## src/rtl/pc_rx_packet_decoder.sv

```systemverilog
// pc_rx_packet_decoder: frames UART bytes into 32-bit RX FIFO words with per-packet integrity status
module pc_rx_packet_decoder #(
    parameter int unsigned TIMEOUT_CYCLES = 100000,
    parameter logic [7:0]  SYNC_BYTE      = 8'h7E
) (
    input  logic        i_clock,
    input  logic        i_reset,
    input  logic [7:0]  i_rx_byte,
    input  logic        i_rx_byte_valid,
    input  logic        i_fifo_full,
    output logic        o_fifo_write_cmd,
    output logic [31:0] o_fifo_write_word,
    output logic [1:0]  o_packet_command,
    output logic        o_packet_start_decode,
    output logic        o_packet_fully_decoded,
    output logic        o_packet_error,
    output logic [1:0]  o_error_code,
    output logic        o_busy
);
    localparam int TW = (TIMEOUT_CYCLES > 2) ? $clog2(TIMEOUT_CYCLES) : 1;
    typedef enum logic [2:0] {IDLE, CMD, COUNT, PAYLOAD, CHECKSUM} state_t;
    state_t        state_q, state_d;
    logic [1:0]    cmd_q, cmd_d;
    logic [7:0]    n_q, n_d, wcnt_q, wcnt_d, x_q, x_d;
    logic [1:0]    bcnt_q, bcnt_d;
    logic [23:0]   asm_q, asm_d;
    logic          ovf_q, ovf_d;
    logic [TW-1:0] tmo_q, tmo_d;
    logic          wr_q, wr_d, start_q, start_d, done_q, done_d, err_q, err_d, busy_q;
    logic [31:0]   word_q, word_d;
    logic [1:0]    code_q, code_d;
    logic          timeout;
    logic [7:0]    b;
    assign b       = i_rx_byte;
    assign timeout = (state_q != IDLE) && !i_rx_byte_valid && (tmo_q == TW'(TIMEOUT_CYCLES - 1));
    // Next-state and registered-output decode; a timeout outranks any state action
    always_comb begin
        state_d = state_q;
        cmd_d   = cmd_q;
        n_d     = n_q;
        wcnt_d  = wcnt_q;
        bcnt_d  = bcnt_q;
        asm_d   = asm_q;
        x_d     = x_q;
        ovf_d   = ovf_q;
        tmo_d   = (state_q == IDLE || i_rx_byte_valid || timeout) ? '0 : tmo_q + 1'b1;
        wr_d    = 1'b0;
        word_d  = word_q;
        start_d = 1'b0;
        done_d  = 1'b0;
        err_d   = err_q;
        code_d  = code_q;
        if (timeout) begin
            state_d = IDLE;
            done_d  = 1'b1;
            err_d   = 1'b1;
            code_d  = 2'd3;
        end else if (i_rx_byte_valid) begin
            case (state_q)
                IDLE: if (b == SYNC_BYTE) begin
                    state_d = CMD;
                    wcnt_d  = '0;
                    bcnt_d  = '0;
                    ovf_d   = 1'b0;
                    x_d     = '0;
                end
                CMD: if (b[7:2] != 6'd0 || b[1:0] == 2'd0) begin
                    state_d = IDLE;
                    done_d  = 1'b1;
                    err_d   = 1'b1;
                    code_d  = 2'd3;
                end else begin
                    state_d = COUNT;
                    cmd_d   = b[1:0];
                    start_d = 1'b1;
                    err_d   = 1'b0;
                    code_d  = 2'd0;
                    x_d     = b;
                end
                COUNT: begin
                    n_d     = b;
                    x_d     = x_q ^ b;
                    state_d = (b == 8'd0) ? CHECKSUM : PAYLOAD;
                end
                PAYLOAD: begin
                    asm_d  = {asm_q[15:0], b};
                    x_d    = x_q ^ b;
                    bcnt_d = bcnt_q + 2'd1;
                    if (bcnt_q == 2'd3) begin
                        wr_d    = !i_fifo_full;
                        word_d  = i_fifo_full ? word_q : {asm_q, b};
                        ovf_d   = ovf_q | i_fifo_full;
                        wcnt_d  = wcnt_q + 8'd1;
                        state_d = (wcnt_q == n_q - 8'd1) ? CHECKSUM : PAYLOAD;
                    end
                end
                CHECKSUM: begin
                    state_d = IDLE;
                    done_d  = 1'b1;
                    err_d   = ovf_q || (x_q != b);
                    code_d  = ovf_q ? 2'd2 : (x_q != b) ? 2'd1 : 2'd0;
                end
                default: state_d = IDLE;
            endcase
        end
    end
    // State and output registers; reset drops any packet in flight without an end pulse
    always_ff @(posedge i_clock) begin
        if (i_reset) begin
            state_q <= IDLE;
            cmd_q   <= '0;
            n_q     <= '0;
            wcnt_q  <= '0;
            bcnt_q  <= '0;
            asm_q   <= '0;
            x_q     <= '0;
            ovf_q   <= 1'b0;
            tmo_q   <= '0;
            wr_q    <= 1'b0;
            word_q  <= '0;
            start_q <= 1'b0;
            done_q  <= 1'b0;
            err_q   <= 1'b0;
            code_q  <= '0;
            busy_q  <= 1'b0;
        end else begin
            state_q <= state_d;
            cmd_q   <= cmd_d;
            n_q     <= n_d;
            wcnt_q  <= wcnt_d;
            bcnt_q  <= bcnt_d;
            asm_q   <= asm_d;
            x_q     <= x_d;
            ovf_q   <= ovf_d;
            tmo_q   <= tmo_d;
            wr_q    <= wr_d;
            word_q  <= word_d;
            start_q <= start_d;
            done_q  <= done_d;
            err_q   <= err_d;
            code_q  <= code_d;
            busy_q  <= (state_d != IDLE);
        end
    end
    assign o_fifo_write_cmd       = wr_q;
    assign o_fifo_write_word      = word_q;
    assign o_packet_command       = cmd_q;
    assign o_packet_start_decode  = start_q;
    assign o_packet_fully_decoded = done_q;
    assign o_packet_error         = err_q;
    assign o_error_code           = code_q;
    assign o_busy                 = busy_q;
endmodule

```

## config.mk

```make
export PLATFORM = sky130hd
export DESIGN_NAME = pc_rx_packet_decoder
export DESIGN_NICKNAME = d
export VERILOG_FILES = /design/src/rtl/pc_rx_packet_decoder.sv
export SDC_FILE = /design/constraint.sdc
export NUM_CORES = 1
export LEC_CHECK = 0
export CAP_MARGIN = 20
export CORE_AREA = 4 4 118 86
export DETAILED_ROUTE_END_ITERATION = 8
export DIE_AREA = 0 0 122 90
export GPL_TIMING_DRIVEN = 0
export PLACE_DENSITY = 0.76
export SLEW_MARGIN = 10
export SYNTH_ARGS = -nofsm -noshare
export SYNTH_HDL_FRONTEND = slang
export SYNTH_SLANG_ARGS = --single-unit
```

## constraint.sdc

```tcl
create_clock -name i_clock -period 2.7 [get_ports i_clock]
set_clock_uncertainty 0.2 [all_clocks]
set_input_delay 0.405 -clock i_clock [delete_from_list [all_inputs] [get_ports i_clock]]
set_output_delay 0.405 -clock i_clock [all_outputs]
set_load 0.01 [all_outputs]
```

==> summary.md <==
| Metric | Value |
|---|---|
| Rows | `29` |
| Netlist cell types | `49` |
| Total global-route track usage | `22.3%` |
| Overflow after GRT | `0` |
| # nets final | `664` |
| Worst Max-Slew Pin Slew | `0.619 ns` |
| Worst setup path category | `register to register` |
| Max frequency | `422 MHz` |
| Die ar. | `11000 um^2` |
| Pre-antenna DRT Iters | `5` |
| CTS tree | `yes` |
| H-tree depth | `3` |
| Final hold vios | `0` |
| Critical Path Start Type | `register` |
| Placer Congestion | `0.860` |
| # diodes | `0` |
| CTS hold repair buffers | `0` |
| Static Leak | `1.97 nW` |
| Number of synthesized flops with an enable pin | `0` |
| Post-synth top area share | `46.4%` |
| Main synth FF type | `dfxtp_1` |
| Drt first-iter violations | `367` |
| Via count | `4282` |
| Worst-case vdd ir drop | `0.325 mV` |
| Crit path DAT | `2.42 ns` |
| Number of global-route vias before repair | `4087` |
| DR vias/cell | `5.51` |
| Die W | `122 um` |
| Clk sinks | `112` |
| Post-CTS Setup Bufs | `0` |
| Initial antenna violation count | `0` |
| IO Port Bufs | `43` |
| Share of layout cells above drive strength 1 | `6.89%` |
| Synth Register Bits | `112` |
| Clk buf depth | `2` |
| Endpoint class of the critical path | `register` |
| Per-instance average area after synthesis | `8.13 um^2` |
| Worst-path fanout max | `8` |
| Simple-gate share of the synthesized area | `26.3%` |
| Fin Setup TNS | `0 ns` |
| Synth Warn # | `0` |
| Adder-Cell Fraction of Synth Area | `1.04%` |
| Worst-skew pair later-pin latency | `0.36 ns` |
| Synth Area in XOR/XNOR | `7.07%` |
| Fin. max-slew vios | `0` |
| Power Density | `534 nW/um^2` |
| Post-route ant nets | `0` |
| Initial Utilization | `53.9%` |
| Status | `finished, final reports clean` |
| DRC Markers | `0` |
| Biggest area consumer among synthesized cells | `dfxtp_1` |
| Flop2flop setup slack | `0.33 ns` |
| Core box area | `8960 um^2` |
| Req. time, crit path | `2.75 ns` |
| Syn_nets | `610` |
| I/O Pins | `53` |
| Max_slew headroom | `58.3%` |
| Compound-Gate Fraction of Synth Area | `14.7%` |
| Post-synth ARST share | `0%` |
| Root Driver | `clkbuf_16` |
| Die Ht | `90 um` |
| Synth Cell Area | `4830 um^2` |
| RSZ-0062 raised after global routing | `no` |
| P&R area growth vs syn | `18.2%` |
| Final Non-Filler Cells | `777` |
| # setup viols final | `0` |
| Avg WL per Cell | `15.2 um` |
| PostCTS Resize Cnt | `0` |
| Reg clk slew, reported paths | `0.08 ns` |
| DP Wirelength | `8580 um` |
| Final wirelength | `11800 um` |
| First-pass GRT wire length | `19800 um` |
| Largest net degree at the start of global routing | `22` |
| Hold Path Class | `primary input to register` |
| Final Cycle Share | `87.7%` |
| Area contributors post-synth | `dfxtp_1 46%, nand2_1 11%, a21oi_1 7.7%` |
| Post-synthesis mux area share | `0.621%` |
| Register area share after synthesis | `46.4%` |
| TritonCTS Buffers | `9` |
| Main combinational cell family by area after synthesis | `simple AND/OR/NAND/NOR gates` |
| Min cycle time layout | `2.37 ns` |
| Mapped Cells | `594` |
| MaxCap Viol Count | `0` |
| Cell total after placement | `761` |
==> stage by stage <==
step           worst slack (ns)  util (%)  total power, mW  cell area (um^2)  hold WS, ns
2_1_floorplan             0.624         -             1.74              4830        0.230
4_1_cts                   0.362      63.7             3.07              5710        0.177
3_3_place_gp              0.102      60.4             1.76              5420        0.240
3_5_place_dp              0.124      60.4             1.76              5420        0.247
5_1_grt                   0.227      63.7             3.14              5710        0.198
6_report                  0.333      63.7             3.05              5710        0.187
==> where the power goes <==
group	internal (mW)	switching [mW]
Combinational	0.0182	0.0591
Clock	0.658	0.667
Sequential	1.65	0.000111
Total	2.33	0.726
==> synth_stat cells, types with 8 or more instances <==
cell,count
a32oi_1,10
nand3_1,13
dfxtp_1,112
nand2_1,146
a21oi_1,74
o21ai_0,19
clkbuf_1,20
buf_2,14
nand4_1,10
xor2_1,27
and3_1,8
nor2_1,54
xnor2_1,12
==> layout by cell type (no fill, tap or decap), types with 7 or more instances in the layout <==
cell type          n
clkdlybuf4s50_1   43
xnor2_1           12
dfxtp_1          112
nand3_1           13
a32oi_1           10
nor2_1            54
buf_2             14
xor2_1            27
clkbuf_1          20
nand2_1          146
clkbuf_16          9
a21oi_1           74
nand4_1           10
o21ai_0           19
and3_1             8
inv_1              7
==> cells by family (layout without fill, tap and decap cells) <==
kind of cell | after synthesis | after routing
AOI/OAI and AO/OA | 119 | 119
xor gates and xnor gates | 39 | 39
adders and majority gates | 4 | 4
and+or+nand+nor | 273 | 273
buffers and inverters | 44 | 103
muxes | 3 | 3
DFF | 112 | 112
==> routing by layer <==
| metal | vias to the layer above | part of all wire, % | track usage [%] |
|---|---|---|---|
| met2 | 120 | 44 | 33.2 |
| met4 | 0 | 1.1 | 6.53 |
| met1 | 2039 | 50 | 32.3 |
| met5 | - | 0 | 0 |
| li1 | 2111 | - | - |
| met3 | 12 | 5.0 | 4.89 |
==> cell type report <==
| cell class | count | area (um^2) |
|---|---|---|
| timing repair buffer | 43 | 430 |
| sequential | 112 | 2240 |
| multi-input combinational | 438 | 2400 |
| fill | 798 | 3250 |
| clock inverter | 7 | 70.1 |
| clock buffer | 9 | 225 |
| buffer | 37 | 164 |
| inverter | 7 | 26.3 |
| tap | 124 | 155 |
==> state kept, by name, summed over array words and instances (netlist names) <==
name	flops
o_busy	1
state_q	3
o_packet_start_decode	1
tmo_q	17
asm_q	24
o_error_code	2
wcnt_q	8
ovf_q	1
n_q	8
o_packet_command	2
bcnt_q	2
x_q	8
o_fifo_write_cmd	1
o_fifo_write_word	32
o_packet_fully_decoded	1
o_packet_error	1
==> final timing paths <==
path	from	end	depth (start not counted)
worst max-delay path	n_q[0]$_SDFFE_PP0P_	state_q[0]$_SDFF_PP0_	8
worst min-delay path	i_rx_byte[0]	asm_q[0]$_SDFFE_PP0P_	3
worst max register to register	n_q[0]$_SDFFE_PP0P_	state_q[0]$_SDFF_PP0_	8
worst min register to register	o_fifo_write_word[28]$_SDFFE_PP0P_	o_fifo_write_word[28]$_SDFFE_PP0P_	2
==> critical path, cell delays in order (launching register included) <==
cell,delay (ns)
dfxtp_1,0.35
inv_1,0.07
ha_1,0.34
nand2b_1,0.19
a21oi_1,0.08
a311o_1,0.36
a2111oi_4,0.33
o21ai_1,0.16
a21o_1,0.18
Power figures use the tool's default switching activity.
